## src/rtl/iserdes_prbs_checker_sipo_word.sv

```systemverilog
// Serial-to-parallel word assembler: MSB-first shift register with a free-running
// bit counter; presents each completed word with a one-cycle strobe.
module iserdes_prbs_checker_sipo_word #(
    parameter int DATA_WIDTH = 8
) (
    input  logic                  CLK,
    input  logic                  RST,
    input  logic                  ce,
    input  logic                  din,
    output logic [DATA_WIDTH-1:0] word,
    output logic                  stb
);

    localparam int CW = $clog2(DATA_WIDTH);
    localparam logic [CW-1:0] BIT_LAST = CW'(DATA_WIDTH - 1);

    logic [DATA_WIDTH-1:0] shift;
    logic [DATA_WIDTH-1:0] shift_next;
    logic [CW-1:0]         bit_cnt;

    assign shift_next = {shift[DATA_WIDTH-2:0], din};

    // NOTE: the shift register is reset like any other flop; it is small and a
    // defined value keeps the first assembled word deterministic.
    always_ff @(posedge CLK) begin
        if (!RST) begin
            shift   <= '0;
            bit_cnt <= '0;
            word    <= '0;
            stb     <= 1'b0;
        end else begin
            stb <= 1'b0;
            if (ce) begin
                shift <= shift_next;
                if (bit_cnt == BIT_LAST) begin
                    bit_cnt <= '0;
                    word    <= shift_next;
                    stb     <= 1'b1;
                end else begin
                    bit_cnt <= bit_cnt + CW'(1);
                end
            end
        end
    end

endmodule

```

## config.mk

```make
export PLATFORM = sky130hd
export DESIGN_NAME = iserdes_prbs_checker_sipo_word
export DESIGN_NICKNAME = d
export VERILOG_FILES = /design/src/rtl/iserdes_prbs_checker_sipo_word.sv
export SDC_FILE = /design/constraint.sdc
export NUM_CORES = 1
export LEC_CHECK = 0
export BUFFER_PORTS_ARGS = -buffer_cell sky130_fd_sc_hd__clkbuf_2
export CAP_MARGIN = 25
export CORE_MARGIN = 1
export CORE_UTILIZATION = 40
export CTS_CLUSTER_SIZE = 24
export DETAILED_ROUTE_END_ITERATION = 12
export GPL_TIMING_DRIVEN = 0
export PLACE_DENSITY = 0.64
export SYNTH_ARGS = -nofsm -noshare
export SYNTH_HDL_FRONTEND = slang
export SYNTH_SLANG_ARGS = --single-unit
```

## constraint.sdc

```tcl
create_clock -name CLK -period 3.6 [get_ports CLK]
set_input_delay 0.18 -clock CLK [delete_from_list [all_inputs] [get_ports CLK]]
set_output_delay 0.18 -clock CLK [all_outputs]
set_load 0.05 [all_outputs]
```

Yosys cells after proc, flatten, opt, wreduce, memory -nomap -nowiden

Index checks and enable logic that the tools add are counted.
W data, S select, Z words.

Flip-flop bits (word level): 19
Input bits: 4
Output and inout bits: 9
Logic and storage cells: 10

$add $sub $neg: 1
Equality and inequality tests: 1
Multiplexer cells: 2
Reductions and logical operators: 2

Operator list:

| cell                  | number |
|---|---|
| $reduce_and A2 Y1     | 2 |
| $add A3 B1 Y3 const B | 1 |
| $eq A3 B3 Y1 const B  | 1 |
| $mux W3               | 1 |
| $mux W1               | 1 |

Depth between registers and ports, before layout

Depth after elaboration: 2
Mapped depth: 6
Depth with buffers taken out: 4

Worst setup path before layout

No wires, ideal clock.

Path kind: reg2reg
Start: reg bit_cnt[0]
End: reg word[0]
Library setup time: 0.067 ns
Arrival: 1.216 ns
Data required time: 3.533 ns
Setup slack: 2.317 ns
Stages on the path, launching flop included: 7
Buffers on the path: 2
Period minus slack after synthesis: 1.283 ns
Cells stage by stage: dfxtp_1 ha_1 ha_1 buf_6 and2_4 buf_6 o21ai_2

Longest elaborated chain between the ends: 2

RTL lines:

| element                            | RTL line | RTL |
|---|---|---|
| from (decl)                        | 19       | `logic [CW-1:0] bit_cnt;` |
| from (signal assigned)             | 40       | `bit_cnt <= bit_cnt + CW'(1);` |
| $eq A3 B3 Y1                       | 35       | `if (bit_cnt == BIT_LAST) begin` |
| $reduce_and A2 Y1 (no source line) | -        |  |
| to (signal assigned)               | 37       | `word <= shift_next;` |
| to (decl)                          | 10       | `output logic [DATA_WIDTH-1:0] word,` |

Every way passes these cells.
A chain may end at the register's enable or synchronous reset.

Final worst setup path

Start: reg bit_cnt[0]
End: reg word[1]

The elaborated chain is that of the path after synthesis.

==> reports/results.ini <==
[grt]
antenna_found_initial=0
track_usage=0.148
grt_pass1_vias=549
grt_pass1_wl_mm=2.28
grt_max_degree=12
grt_overflow=0

[detailed_routing]
wl_per_cell_um=11.7
wl_met1_um=644
first_pass_iters=4
wl_mm=1.36
routed-wl-met2_um=633
met3_length_um=71
first_iter_violations=8
dr_total_vias=579
topRoutingLayerUsed=met4
routed_via_density=4.99
final_antenna_net_count=0
drcViolationCount=0

[yosys]
synth_warnings=0
synth_top_family_by_area=simple AND/OR/NAND/NOR gates
yosys.area_share.simple=0.209
synthMuxAreaShare=0.111
synth.avg_cell_area_um2=10.7
synth-compound-area-share=0.0952
synth_area_leaders=dfxtp_1, mux2i_1, o21ai_2
synth_nets=83
synth_top_area_share=0.467
synth-seq-cells=19
synth_area_um2=815
yosysTopAreaCell=dfxtp_1
syn_inst=76
yosys.area_share.xor_xnor=0
synth_adder_area_share=0.0461
yosysSeqAreaShare=0.467
synth_cell_type_count=14

[finish]
nFillCells=181
fin_util=0.510
area_delta_synth_final_pct=14.0
fin_nets=99
layout_commonest_cell=dfxtp_1
num_antenna_cells=0
mostFrequentLayoutCells=dfxtp_1, clkbuf_2, nor2b_1
drive_above_1_share=0.352

[power]
ir_drop_uv=308
p_sw_frac=0.236
pwr-share-clk=0.315
power_frac_seq=0.619
power.switching_mw=0.0823
comb_power_share=0.067
p_leak_nw=0.410
power.density_nw_per_um2=375
p_int_mw=0.266

[timing]
hold_viol_final=0
slew_headroom=0.814
rsz0062_at_grt=false
finalSetupViolCount=0
slew_viol_final=0
clock_skew_ps=3.58
tns_ps=0
worst_slew_pin_slew_ps=280
period_share=0.382
max_freq_mhz=727
fin_crit_ps=1370

[die]
die_h_um=47.1
initial_core_util=0.447
die_area_um2=2220
ioPinCount=13
fp.coreArea_um2=1820
dieWidth_um=47.1
rows=15

[critical_path]
cp_max_fo=10
path_cells=ha_1 > ha_1 > buf_6 > and2_4 > buf_6 > o21ai_2
cp.required_ps=3850
path_class=reg2reg
crit_slowest_cell=dfxtp_1
worstSetupEndpointType=flop
critical_path.max_stage_delay_ps=340
cp.arrival_ps=1620
worstSetupStartpointType=flop

[clocking]
htreeDepth=1
clk_latency_ps=300
cts.sinks=19
cts-resized-gates=0
tritoncts=built
root_buffer=clkbuf_4
cts_buffers=3
cts_max_path_buffers=2
postCtsSetupRepairBufs=0
holdBufCountCts=0
clkSlewWorstSetupHoldPaths_ps=110

[outcome]
status=finished clean

[placed_design]
gp_congestion=0.724
port_buffers=11
detailed_place_hpwl_um=971

[worst_hold_path]
hold_class=in2reg

[run]
maxCapViolations=0

-- state kept, by name, indices dropped and copies added, names as in the netlist --
name     flops
stb          1
shift        7
bit_cnt      3
word         8
-- Yosys cell counts --
| library cell | instances |
|---|---|
| nand2_1 | 8 |
| ha_1 | 3 |
| o21ai_2 | 8 |
| and2_4 | 1 |
| mux2i_1 | 9 |
| o21a_1 | 1 |
| buf_2 | 2 |
| nand4_1 | 8 |
| buf_4 | 2 |
| and3_1 | 1 |
| buf_6 | 3 |
| nor2b_1 | 10 |
| nor3b_2 | 1 |
| dfxtp_1 | 19 |
-- path summary, 6_finish.rpt --
check / from / end / slack (ps) / cells past startpoint
worst min-delay path: din / word[0] / 160 / 3
worst min register to register: word[4] / word[4] / 460 / 2
worst max register to register: bit_cnt[0] / word[1] / 2230 / 6
worst max-delay path: bit_cnt[0] / word[1] / 2230 / 6
-- power by group through the flow --
stage          combinational, mW  sequential [mW]  clock [mW]
3_5_place_dp              0.0234            0.220           0
3_3_place_gp              0.0228            0.220           0
6_report                  0.0232            0.216       0.110
2_1_floorplan             0.0181            0.220           0
4_1_cts                   0.0236            0.216       0.113
5_1_grt                   0.0254            0.216       0.120
-- stage by stage --
step                      hold slack (ps)  setup slack [ps]  instances  total power [mW]  instance area, um2
after CTS                             141              2210        116             0.352                 928
after global routing                  162              2150        116             0.361                 928
final                                 157              2230        116             0.348                 928
after global placement                448              2260        112             0.243                 901
after detailed placement              451              2240        112             0.244                 901
after floorplan                       349              2320         76             0.238                 815
-- cells by family after synthesis --
family | after synthesis
muxes | 9
and+or+nand+nor | 29
DFF | 19
buffers and inverters | 7
AOI/OAI and AO/OA | 9
adders and majority gates | 3
-- metal layers --
layer  up-vias  global-route usage
met1       266               0.181
met3         2              0.0577
met4         0              0.0514
met5         -                   0
met2        15               0.239
li1        296                   -
-- critical path: cells and delay by family (launching register included) --
kind	cells	cell delay, ps
AOI/OAI and AO/OA	1	130
adders and majority gates	2	410
buffers and inverters	2	280
DFF	1	340
and+or+nand+nor	1	150
-- final cells by class --
type | count | area, um2 | share of cell area
plain buffers | 7 | 58.8 | 0.0633
clock buffers | 3 | 22.5 | 0.0243
clock inverters | 1 | 5.00 | 0.00539
multi-input cells | 50 | 375 | 0.404
flip-flops and latches | 19 | 380 | 0.410
well taps | 25 | 31.3 | 0.0337
repair buffers | 11 | 55.1 | 0.0593
Note: power is estimated with default switching activity, not from simulation.
